[config.mk]
export PLATFORM = sky130hd
export DESIGN_NAME = gray_count_monitor
export DESIGN_NICKNAME = d
export VERILOG_FILES = /design/src/rtl/gray_pkg.sv /design/src/rtl/gray_sync.sv /design/src/rtl/gray_count_monitor.sv
export SDC_FILE = /design/constraint.sdc
export NUM_CORES = 1
export LEC_CHECK = 0
export CAP_MARGIN = 20
export CORE_MARGIN = 1
export CORE_UTILIZATION = 45
export CTS_CLUSTER_SIZE = 40
export DETAILED_ROUTE_END_ITERATION = 10
export PLACE_DENSITY = 0.75
export SETUP_SLACK_MARGIN = 0.2
export SYNTH_ARGS = -nofsm -noshare
export SYNTH_HDL_FRONTEND = slang
export SYNTH_SLANG_ARGS = --single-unit
[constraint.sdc]
create_clock -name clk -period 2.53 [get_ports clk]
set_input_delay 0.253 -clock clk [delete_from_list [all_inputs] [get_ports clk]]
set_output_delay 0.253 -clock clk [all_outputs]
set_load 0.01 [all_outputs]
[src/rtl/gray_pkg.sv]
// Shared types and helpers for the gray-count monitor.
package gray_pkg;

  localparam int unsigned GRAY_MAX_W = 16;

  typedef enum logic {
    ST_INIT  = 1'b0,
    ST_TRACK = 1'b1
  } state_t;

  typedef enum logic [1:0] {
    CLS_HOLD = 2'd0,
    CLS_UP   = 2'd1,
    CLS_DOWN = 2'd2,
    CLS_ERR  = 2'd3
  } step_cls_t;

  // Gray to binary: b[i] is the XOR of g[MSB:i]. Callers zero-extend narrower
  // codes, which leaves the decode of the low bits unchanged.
  function automatic logic [GRAY_MAX_W-1:0] gray2bin(input logic [GRAY_MAX_W-1:0] g);
    logic [GRAY_MAX_W-1:0] b;
    b = '0;
    for (int unsigned i = 0; i < GRAY_MAX_W; i++) begin
      b[i] = ^(g >> i);
    end
    return b;
  endfunction

endpackage

[src/rtl/gray_sync.sv]
// Multi-flop synchroniser for an asynchronous gray-coded bus.
module gray_sync #(
  parameter int unsigned WIDTH       = 2,
  parameter int unsigned SYNC_STAGES = 2
) (
  input  logic             clk,
  input  logic             reset,
  input  logic [WIDTH-1:0] d,
  output logic [WIDTH-1:0] q
);

  logic [WIDTH-1:0] stage_q [SYNC_STAGES];

  // Plain flop chain, no logic between stages.
  always_ff @(posedge clk or posedge reset) begin
    if (reset) begin
      for (int unsigned i = 0; i < SYNC_STAGES; i++) begin
        stage_q[i] <= '0;
      end
    end else begin
      stage_q[0] <= d;
      for (int unsigned i = 1; i < SYNC_STAGES; i++) begin
        stage_q[i] <= stage_q[i-1];
      end
    end
  end

  assign q = stage_q[SYNC_STAGES-1];

endmodule

[src/rtl/gray_count_monitor.sv]
// Receives a gray-coded count, classifies each sampled transition and keeps
// a signed position total plus a saturating illegal-transition count.
module gray_count_monitor
  import gray_pkg::*;
#(
  parameter int unsigned WIDTH       = 2,
  parameter int unsigned SYNC_STAGES = 2,
  parameter int unsigned POS_W       = 8,
  parameter int unsigned ERR_W       = 4
) (
  input  logic             clk,
  input  logic             reset,
  input  logic [WIDTH-1:0] gray_in,
  input  logic             sample_en,
  input  logic             clear,
  output logic [WIDTH-1:0] bin_out,
  output logic             valid,
  output logic             step_up,
  output logic             step_down,
  output logic             err_pulse,
  output logic             err_flag,
  output logic [ERR_W-1:0] err_count,
  output logic [POS_W-1:0] pos
);

  logic [WIDTH-1:0] g_s;
  logic [WIDTH-1:0] b_s;
  logic [WIDTH-1:0] b_prev;
  logic [WIDTH-1:0] diff;
  step_cls_t        cls;
  state_t           state, state_nxt;
  logic             load, do_up, do_down, do_err;

  gray_sync #(
    .WIDTH       (WIDTH),
    .SYNC_STAGES (SYNC_STAGES)
  ) u_sync (
    .clk   (clk),
    .reset (reset),
    .d     (gray_in),
    .q     (g_s)
  );

  assign b_s  = WIDTH'(gray2bin(GRAY_MAX_W'(g_s)));
  assign diff = b_s - b_prev;

  // Classify the modular distance between the new sample and the reference.
  always_comb begin
    cls = CLS_ERR;
    if (diff == '0) begin
      cls = CLS_HOLD;
    end else if (diff == WIDTH'(1)) begin
      cls = CLS_UP;
    end else if (diff == '1) begin
      cls = CLS_DOWN;
    end
  end

  // FSM state register.
  always_ff @(posedge clk or posedge reset) begin
    if (reset) begin
      state <= ST_INIT;
    end else begin
      state <= state_nxt;
    end
  end

  // Next state and per-cycle actions; INIT only captures the reference.
  always_comb begin
    state_nxt = state;
    load      = 1'b0;
    do_up     = 1'b0;
    do_down   = 1'b0;
    do_err    = 1'b0;
    if (clear) begin
      state_nxt = ST_INIT;
    end else if (sample_en) begin
      load      = 1'b1;
      state_nxt = ST_TRACK;
      if (state == ST_TRACK) begin
        do_up   = (cls == CLS_UP);
        do_down = (cls == CLS_DOWN);
        do_err  = (cls == CLS_ERR);
      end
    end
  end

  // Registered pulses, reference/output sample, position and error counters.
  always_ff @(posedge clk or posedge reset) begin
    if (reset) begin
      b_prev    <= '0;
      bin_out   <= '0;
      valid     <= 1'b0;
      step_up   <= 1'b0;
      step_down <= 1'b0;
      err_pulse <= 1'b0;
      err_flag  <= 1'b0;
      err_count <= '0;
      pos       <= '0;
    end else begin
      step_up   <= do_up;
      step_down <= do_down;
      err_pulse <= do_err;
      if (clear) begin
        pos       <= '0;
        err_count <= '0;
        err_flag  <= 1'b0;
        valid     <= 1'b0;
      end else begin
        if (load) begin
          b_prev  <= b_s;
          bin_out <= b_s;
          valid   <= 1'b1;
        end
        if (do_up) begin
          pos <= pos + POS_W'(1);
        end
        if (do_down) begin
          pos <= pos - POS_W'(1);
        end
        if (do_err) begin
          err_flag <= 1'b1;
          if (err_count != '1) begin
            err_count <= err_count + ERR_W'(1);
          end
        end
      end
    end
  end

endmodule

==> qor_table.md <==
| Quantity | Reported |
|:---|:---|
| Outcome | finished with violations |
| Failing checks | negative setup slack |
| Number of hold-slack violations in the final timing report | 0 |
| Buffer levels on the longest clock path | 2 |
| Delay of the slowest cell on the worst path | 0.43 ns |
| Antenna violations before repair | 0 |
| Weighted congestion reported at the end of routability-driven placement | 0.802 |
| Avg Vias per Cell | 5.28 |
| Core region area | 2480 um^2 |
| Most used standard cell by instance count after synthesis | dfrtp_1 |
| Data required time at the worst endpoint | 2.78 ns |
| Layout Skew | 0.00856 ns |
| Initial standard-cell utilization of the core | 0.480 |
| Top Metal Used | met4 |
| Synthesized instance count | 113 |
| Number of inserted diodes | 0 |
| Register area share after synthesis | 0.484 |
| Number of unique standard cell types used by synthesis | 27 |
| Number of CTS-inserted buffers | 3 |
| Count of state elements after synthesis | 23 |
| Number of placement rows | 18 |
| First-pass iteration count of the detailed router | 4 |
| PortBufs | 24 |
| Endpoint type of the worst setup path | register |
| Logic depth of the worst path, buffers included | 11 |
| Overall die height | 53.4 um |
| Arrival @ worst endpoint | 2.89 ns |
| Fraction of layout instances using a drive strength above 1 | 0.242 |
| Final routed DRC violation total | 0 |
| Slew at the pin closest to its max-slew limit | 0.874 ns |
| Reg area | 576 um^2 |
| Kind of cell adding the most delay to the critical path | compound AO/OA/AOI/OAI gates |
| Half-perimeter wire length after detailed placement | 1.98 mm |
| Peak supply drop | 0.000452 V |
| Highest attainable clock frequency | 0.379 GHz |
| Hold path depth | 1 |
| Total area of multi-input combinational cells | 654 um^2 |
| Met2 wire length | 1.45 mm |
| Ports placed on the boundary | 25 |
| Total detailed-routing wirelength | 2.84 mm |
| Final min period | 2.64 ns |
| Synthesized area per cell | 10.5 um^2 |
| Final worst slack | -0.109 ns |
| Library cell occupying the most area in the post-synthesis netlist | dfrtp_1 |
| Count of warnings emitted by yosys | 0 |
| Overall Global Routing Usage | 0.217 |
| Residual overflow from global routing | 0 |
| Worst slack, placed | -0.0912 ns |
| First-pass GRT wire length | 4.33 mm |
| CP bufs+invs | 1 |
| Proportion of synthesized flip-flops having asynchronous set or reset | 1.00 |
| Final critical-path share of the clock period | 1.04 |
| Mean routed wirelength per cell | 14.9 um |
| Routed met1 length | 1.25 mm |
| Worst-case hold slack | 0.372 ns |
| Critical path, cell by cell | xnor2_2 -> or3_4 -> a211oi_4 -> buf_6 -> ha_4 -> a21o_1 -> a31o_2 -> a21oi_2 -> xnor2_2 -> nand3_1 -> a21oi_2 |
| Floorplan die width | 53.4 um |
| Via Count | 1,008 |
| Kind of critical path | reg -> reg |
| Final setup fails | 2 |
| Initial DRC Count | 5 |
| Area fraction of the dominant cell type after synthesis | 0.484 |
| Worst Hold Class | in -> reg |
| Areal power density over the cells | 416 nW/um^2 |
| Post-CTS Hold Buffers | 0 |
| Dominant cells by area after synthesis | dfrtp_1 (48%), ha_1 (7.4%), mux2i_1 (5.9%) |
| Met3 wire length | 107 um |
| CTS tree | yes |
| Antenna Violating Nets Remaining | 0 |
| Number of cell instances on the worst register-to-register path | 11 |
| Launching element type of the critical path | register |
| Clock-pin slew on the worst setup and hold paths | 0.13 ns |
| Latest clock arrival within the worst-skew pair | 0.31 ns |
| Clock tree sinks | 23 |
| Lkg Pwr | 0.812 nW |
| Fillcell total | 204 |
| Slew HR | 0.417 |
| Cell type of the slowest stage on the worst timing path | dfrtp_1 |
| Area growth syn-to-layout | 44.7% |
| Crit-path max FO | 7 |
| Root buffer cell | clkbuf_4 |
| Synth Flop Type | dfrtp_1 |
| Maximum number of pins on one net before global-route repair | 24 |
| Post-synthesis net count | 127 |
| Die footprint | 2850 um^2 |
| Count of flip-flops with a built-in enable after synthesis | 0 |
| Most frequent cells after synthesis | dfrtp_1 (23), nor2_1 (16), xnor2_1 (8) |
| Final-report max-slew violation count | 0 |
| Number of global-route vias before repair | 953 |
| Max Cap Viol | 0 |
| Unrepaired setup endpoints after global routing | true |
| NumNets Final | 176 |
| H-Tree Level Count | 1 |
| Power, Total | 0.716 mW |
| Post-synthesis cell area | 1190 um^2 |
## cell usage in the layout (no fill, tap or decap), types with 2 or more instances in the layout
cell type        count
a21o_1               4
a21oi_1              4
a21oi_2              5
buf_4               21
clkbuf_4             3
clkdlybuf4s50_1     24
dfrtp_1             23
ha_1                 5
ha_4                 2
inv_1                5
mux2i_1              7
nand2_1              4
nand2b_1             2
nand3_1              6
nor2_1              16
o21ai_0              2
xnor2_1              6
xnor2_2              2
xor2_1               4
## report_power, final
group / switching (mW) / total, mW / internal, mW
Sequential: 0.0128 / 0.394 / 0.382
Clock: 0.109 / 0.171 / 0.0616
Combinational: 0.0716 / 0.151 / 0.0798
## layout make-up
type	instances	share of cell area
multi-input combinational	83	0.380
sequential	23	0.334
timing repair buffer	46	0.238
tap	30	0.0218
clock buffer	4	0.0153
inverter	5	0.0109
## worst reg2reg max path, stage by stage, from the launching register on
cell and delay (ns):
dfrtp_1 0.43, xnor2_2 0.16, or3_4 0.35, a211oi_4 0.27, buf_6 0.17, ha_4 0.20, a21o_1 0.16, a31o_2 0.25
a21oi_2 0.15, xnor2_2 0.13, nand3_1 0.12, a21oi_2 0.18
## logic make-up after synthesis
kind of cell               share of synthesized area
and+or+nand+nor                                0.136
DFF                                            0.484
AOI/OAI and AO/OA                              0.111
xor gates and xnor gates                      0.0883
muxes                                         0.0684
adders and majority gates                     0.0904
buffers and inverters                         0.0221
## through the flow
step	util	TNS, ns	cells	area [um^2]
finish	0.695	-0.148	191	1720
global placement	0.663	-0.0139	185	1640
CTS	0.686	-0.0230	190	1700
global route	0.695	-0.648	191	1720
detailed placement	0.663	-0.175	185	1640
floorplan	-	-0.406	113	1220
## per-layer routing
metal	global-route usage	up-vias
li1	-	486
met1	0.255	495
met2	0.383	23
met3	0.0460	4
met4	0.0702	0
met5	0	-
## flip-flops by register name, indices dropped and copies added (netlist names)
signal,cells
step_up,1
state,1
pos,8
step_down,1
bin_out,2
err_count,4
err_flag,1
u_sync.stage_q,2
err_pulse,1
u_sync.q,2
## what timing repair did
action	in CTS	in global routing
setup buffers	1	1
pin swaps	2	4
gates resized for setup	7	2
setup endpoints to repair	5	5
## worst paths after layout
check | startpoint | end | slack [ns]
max in group asynchronous | reset | state | 1.58
max reg2reg | bin_out[0] | pos[7] | -0.11
min in group asynchronous | reset | pos[7] | 0.41
min reg2reg | u_sync.stage_q[3] | u_sync.q[1] | 0.37
min | gray_in[1] | u_sync.stage_q[3] | 0.37
max | bin_out[0] | pos[7] | -0.11
Note: power is estimated with default switching activity, not from simulation.
